--- config.mk ---
export PLATFORM = sky130hd
export DESIGN_NAME = if_stage
export DESIGN_NICKNAME = d
export VERILOG_FILES = /design/src/rtl/if_stage.sv
export SDC_FILE = /design/constraint.sdc
export NUM_CORES = 1
export LEC_CHECK = 0
export CAP_MARGIN = 20
export CORE_AREA = 2 2 131 133
export CTS_CLUSTER_DIAMETER = 50
export CTS_CLUSTER_SIZE = 30
export DETAILED_ROUTE_END_ITERATION = 6
export DIE_AREA = 0 0 133 135
export PLACE_DENSITY = 0.76
export RECOVER_POWER = 100
export SYNTH_ARGS = -nofsm -noshare
export SYNTH_HDL_FRONTEND = slang
export SYNTH_SLANG_ARGS = --single-unit
--- constraint.sdc ---
create_clock -name clk -period 3.7 [get_ports clk]
set_input_delay 0.37 -clock clk [delete_from_list [all_inputs] [get_ports clk]]
set_output_delay 0.37 -clock clk [all_outputs]
set_load 0.005 [all_outputs]
--- src/rtl/if_stage.sv ---
// if_stage: instruction fetch stage with PC register, IF/ID pipeline register,
// branch/jump redirect, load-use stall, and a RUN/HALT state machine.
// Ports: clk/CLR (async active-high reset); Stall, Branch_taken/BranchTarget,
//   JMP/JR/jaddr, Halt are control inputs from ID/EX; IM_addr/IM_data are the
//   combinational instruction-memory interface; IR/PC4_ID/Valid_ID form the
//   IF/ID register; Flush flags a bubble this cycle; Halted and InstrCount
//   report status.
module if_stage #(
  parameter logic [31:0] RESET_PC = 32'h0000_0000
) (
  input  logic        clk,
  input  logic        CLR,
  input  logic        Stall,
  input  logic        Branch_taken,
  input  logic [31:0] BranchTarget,
  input  logic        JMP,
  input  logic        JR,
  input  logic [31:0] jaddr,
  input  logic        Halt,
  output logic [31:0] IM_addr,
  input  logic [31:0] IM_data,
  output logic [31:0] IR,
  output logic [31:0] PC4_ID,
  output logic        Valid_ID,
  output logic        Flush,
  output logic        Halted,
  output logic [31:0] InstrCount
);

  typedef enum logic {RUN, HALT} state_t;

  state_t      state, state_nxt;
  logic [31:0] pc, pc_nxt;
  logic [31:0] pc_plus4;
  logic [31:0] jump_tgt;
  logic        jump_take;
  logic        halt_take;
  logic        bubble;
  logic        load_fetch;

  assign IM_addr  = pc;
  assign pc_plus4 = pc + 32'd4;

  // J/JAL keep the region bits of the jump instruction's own PC+4.
  assign jump_tgt = JR ? jaddr : {PC4_ID[31:28], jaddr[25:0], 2'b00};

  // Jumps and halts act only on a real instruction that is not stalled in ID.
  assign jump_take = (JMP | JR) & Valid_ID & ~Stall;
  assign halt_take = Halt & Valid_ID & ~Stall & ~Branch_taken;

  always_comb begin
    state_nxt  = state;
    pc_nxt     = pc;
    bubble     = 1'b0;
    load_fetch = 1'b0;
    case (state)
      RUN: begin
        if (Branch_taken) begin
          // A resolved branch wins over a stall: the stalled ID instruction
          // is on the wrong path anyway.
          pc_nxt = BranchTarget;
          bubble = 1'b1;
        end else if (halt_take) begin
          state_nxt = HALT;
          bubble    = 1'b1;
        end else if (jump_take) begin
          pc_nxt = jump_tgt;
          bubble = 1'b1;
        end else if (!Stall) begin
          pc_nxt     = pc_plus4;
          load_fetch = 1'b1;
        end
      end
      HALT: begin
        bubble = 1'b1;
      end
      default: begin
        state_nxt = RUN;
      end
    endcase
  end

  assign Flush  = bubble & ~CLR;
  assign Halted = (state == HALT);

  always_ff @(posedge clk or posedge CLR) begin
    if (CLR) begin
      state      <= RUN;
      pc         <= RESET_PC;
      IR         <= 32'h0;
      PC4_ID     <= 32'h0;
      Valid_ID   <= 1'b0;
      InstrCount <= 32'h0;
    end else begin
      state <= state_nxt;
      pc    <= pc_nxt;
      if (bubble) begin
        IR       <= 32'h0;
        PC4_ID   <= 32'h0;
        Valid_ID <= 1'b0;
      end else if (load_fetch) begin
        IR         <= IM_data;
        PC4_ID     <= pc_plus4;
        Valid_ID   <= 1'b1;
        InstrCount <= InstrCount + 32'd1;
      end
    end
  end

endmodule

== Word-level counts from Yosys, hierarchy flattened ==
Index checks and enable logic that the tools add are counted.
Storage, ports and cells
  latch bits: 0
  logic and storage cells: 48
  memories kept: 0
  RAM bits: 0
  input bits: 103
  ROM bits: 0
  output and inout port bits: 131
  flip-flop bits (word level): 130
Cells by class
  reductions and logical operators: 3
  divide/modulo/power cells: 0
  shift-type cells: 0
  magnitude comparators: 0
  eq/ne operators: 2
  add/sub/neg operators: 2
  bitwise gates (word level): 12
  $mul: 0
  mux-type cells: 23
Operators with widths (count)
  $mux 32: 9
  $add 32x1->32 const B: 1
  $add 32x3->32 const B: 1
  $mux 1: 13
  $and 1x1->1: 6
  $not 1->1: 5
  $ne 3x1->1 const B: 1
  $reduce_and 3->1: 1
  $ne 2x2->1 const B: 1
  $pmux 1 s2: 1
  $reduce_and 2->1: 1
  $reduce_bool 2->1: 1
  $or 1x1->1: 1

== Logic depth before layout (Yosys ltp) ==
Gate-level depths: netlist of the first run.
  depth after elaboration: 9
  depth in mapped cells: 7
  gate-level depth less buffers: 6

== Least setup slack after synthesis of the first run ==
No wires, ideal clock.
  path type: input-to-output
  start point: input port CLR
  end point: output port Flush
  path buffers: 0
  cell stages on the path: 2
  setup slack: -0.067 ns
  arrival: 3.397 ns
  data required time: 3.330 ns
  path through: inv_1 -> o21a_1
On the way
  cells in the longest elaborated chain, start to end: 2
RTL lines
  start: declaration: line 12  | input logic CLR,
  $not 1->1: line 83  | assign Flush = bubble & ~CLR;
  $and 1x1->1: line 83
  end: declaration: line 25  | output logic Flush,
No other way between the ends.

== Final worst setup path of the first run ==
  start point: input port Stall
  end point: register pc[23], in the netlist IM_addr[23]
On the way
  cells in the longest elaborated chain, start to end: 5
  elaborated cells on any way between the ends: 10
  classes of those cells: eq/ne: 2; mux: 3; bitwise: 4; reduce/logical: 1
RTL lines
  start: declaration: line 13  | input logic Stall,
  $not 1->1: line 48, 49
  $and 1x1->1 (on tied branches): line 49, 48
  $and 1x1->1 / $mux 32 (equally long branches): line 49, 66
  $ne 2x2->1 (no line) / $mux 32 (equally long branches)
  $reduce_and 3->1 (no line) / $mux 32 (equally long branches)
  end signal: assignment: line 96  | pc <= pc_nxt;
  end: declaration: line 33  | logic [31:0] pc, pc_nxt;
Parallel ways exist; a longest one is shown, timed or not. The select of a mux whose other input is x is not followed.
A chain may end at the register's enable or synchronous reset.

==> run metrics, run 1 <==
RSZ-0062 raised after global routing no; fin crit share 85.1%; clock root buffer clkbuf_16; top-count cell post-synth dfrtp_1; initial DRC count around 640; largest net degree at the start of global routing about 130; post-route ant nets 0; final hold slack 0.467 ns; critical path class input port to register; initial antenna violation count 0; CTS tree yes; Overall Global Routing Usage 24.3%; synthesized area 6640 um2; I/O pin cnt ~230; R2R Path Start Valid_ID; vias in the first global route 6043; post-synth top area cell dfrtp_1; Synth Instances around 680; first-pass GRT wire length between 30000 and 40000 um; number of synthesis warnings 0; Yosys top cell area share about half; worst skew pair latency 0.42 ns; max-cap check violation count 2; Max Fclk roughly 320 MHz; Pins Over Slew Limit 150; core footprint 16400 um2; Seq cells post-synth between 100 and 150; Area Overhead vs Synth 46.7%; Post-synth EDFFs 0; drt pass-1 iters 7; Bufs on Longest Clock Path 2; Pleak 4.30 nW; CTS Hold Bufs 0; crit path DAT around 3.4 ns; DP Wirelength about 15000 um; Synth Net Count a little under 800; top cells by count, synth 130 x dfrtp_1, 80 x nand2_1, 47 x o21ai_0; antenna cells 0; Fin. Hold Viols 0; failing checks capacitance limit, slew limit; ys flop type dfrtp_1; Die Height ~140 um; clock sink count 130; worst endpoint required time slightly below 4 ns; Async SR Flop Fraction 100%; Die Wd 133 um; run status complete, but fails checks; CTS buffer count 17; Initial Utilization 40.4%; num rows 47; clk_skew ~0.012 ns; pwr dens around 540 nW/um2; Slew HR -21.7%; Post-CTS Setup Bufs 0; Port Buf Inserts approximately 230; ranking of synthesized cells by area dfrtp_1 49%, a22o_1 5.5%, nand2_1 4.5%; count of final setup violators 0; Hold WC Path Type register to register; die area approximately 18000 um2; setup TNS 0 ns; Syn Area/Cell 9.79 um2; Worst Hold Launch InstrCount[31]; Crit-path slowest cell o21ai_0; sequential share of the synthesized area between 40% and 50%; met1 Track Usage GR between 30% and 40%; critical path capture point type register; Worst setup SP type input port; worst-path maximum fanout 18; GP Congestion about 0.9; gr busiest metal met2; Worst Tran Pin Value roughly 1.8 ns; vias per std cell roughly 5.5; crit-path max cell delay 1.41 ns; Worst-path clk slew about 0.060 ns; grt ovf 0; DR WL/cell between 15 and 20 um; synth unique cells 59; DRC errors left 0; global routing usage on met2 a little under two fifths; CTS resizes 0; peak supply drop 341 uV; Via Count roughly 6300; Final nets a little over 1000; crit path cell chain dlygate4sd3_1 -> nand2b_1 -> o21ai_0 -> buf_4 -> a21oi_1 -> o21ai_0 -> o311ai_0; Top cell by count, worst path o21ai_0; met3 usage about 6%; share of cells above drive strength 1 around 5.7%; total wire length 21500 um; H-tree levels 4; Final min period 3.15 ns; Critical Path Source Stall
==> kinds of logic after synthesis <==
group                    Yosys count  synth area share [%]
AO/OA/AOI/OAI                    170                  18.0
XOR/XNOR                          59                  7.79
adder cells (fa/ha/maj)            2                 0.377
buffers and inverters             55                  3.19
flip-flops                       130                  49.0
multiplexers                      29                  4.41
AND/OR/NAND/NOR                  233                  17.2
==> sequential cells by signal (all words and copies together), names as in the netlist <==
name        cells
IR             32
Valid_ID        1
InstrCount     32
IM_addr        32
Halted          1
PC4_ID         32
==> final timing paths <==
check                           slack (ns)  cells after the start              to
worst max-delay path                  0.55                      7     IM_addr[23]
worst min-delay path                  0.47                      1  InstrCount[31]
worst max register to register        0.69                      6     IM_addr[23]
worst min register to register        0.47                      1  InstrCount[31]
max in group asynchronous             1.34                      3       PC4_ID[9]
min in group asynchronous             1.10                      3      PC4_ID[20]
==> routing by layer <==
layer | vias up | share of wire, %
li1 | 2922 | -
met1 | 3000 | 44
met2 | 296 | 45
met3 | 40 | 7.9
met4 | 0 | 2.6
met5 | - | 0
==> power breakdown <==
group | switching [mW] | internal (mW) | total [mW]
Sequential | 0.387 | 1.68 | 2.07
Clock | 0.626 | 1.07 | 1.70
Combinational | 0.663 | 0.789 | 1.45
==> stage by stage <==
| step | area (um2) | total power [mW] | utilization (%) | setup slack [ns] | instances |
|---|---|---|---|---|---|
| floorplan | 6640 | 2.71 | - | 0.774 | 678 |
| global placement | 9220 | 3.63 | 56.2 | 0.811 | 1104 |
| detailed placement | 9220 | 3.65 | 56.2 | 0.769 | 1104 |
| CTS | 9810 | 5.36 | 59.8 | 0.759 | 1136 |
| global route | 9730 | 5.49 | 59.3 | 0.309 | 1136 |
| finish | 9730 | 5.22 | 59.3 | 0.551 | 1136 |
==> layout make-up <==
class | instances | area (um2)
fill | 1424 | 6670
sequential | 130 | 3250
multi-input combinational | 493 | 3150
timing repair buffer | 249 | 2420
clock buffer | 22 | 454
tap | 220 | 275
clock inverter | 10 | 134
inverter | 12 | 46.3
==> critical path, delay by kind of cell <==
family / cells / cell delay (ns)
and+or+nand+nor: 1 / 0.25
buffers and inverters: 2 / 1.02
AOI/OAI and AO/OA: 4 / 1.77
==> cell usage in the layout (no fill, tap or decap), types with 4 or more instances in the layout <==
master	n
xnor2_1	30
nor4_1	5
or3_1	5
or4_1	7
buf_4	9
o21ai_0	47
dfrtp_1	130
nor2b_1	4
nor2_1	38
nand3_1	35
a31o_2	4
a22o_1	42
xor2_1	29
dlygate4sd3_1	132
a21oi_1	20
nand2b_1	6
o31ai_1	9
inv_1	10
and3_1	8
a211oi_1	5
nand2_1	80
clkinv_2	4
clkdlybuf4s50_1	99
nor3_1	20
clkbuf_1	9
a31oi_1	6
nand4_1	18
mux2i_1	27
clkbuf_16	17
Power figures use the tool's default switching activity.
==> run 2, diff against run 1 <==
CAP_MARGIN = not set   (was 20)
CTS_CLUSTER_DIAMETER = not set   (was 50)
SLEW_MARGIN = 20   (was not set)
==> results of run 2 <==
Final layout, timing and power as in run 1 (identical DEF).
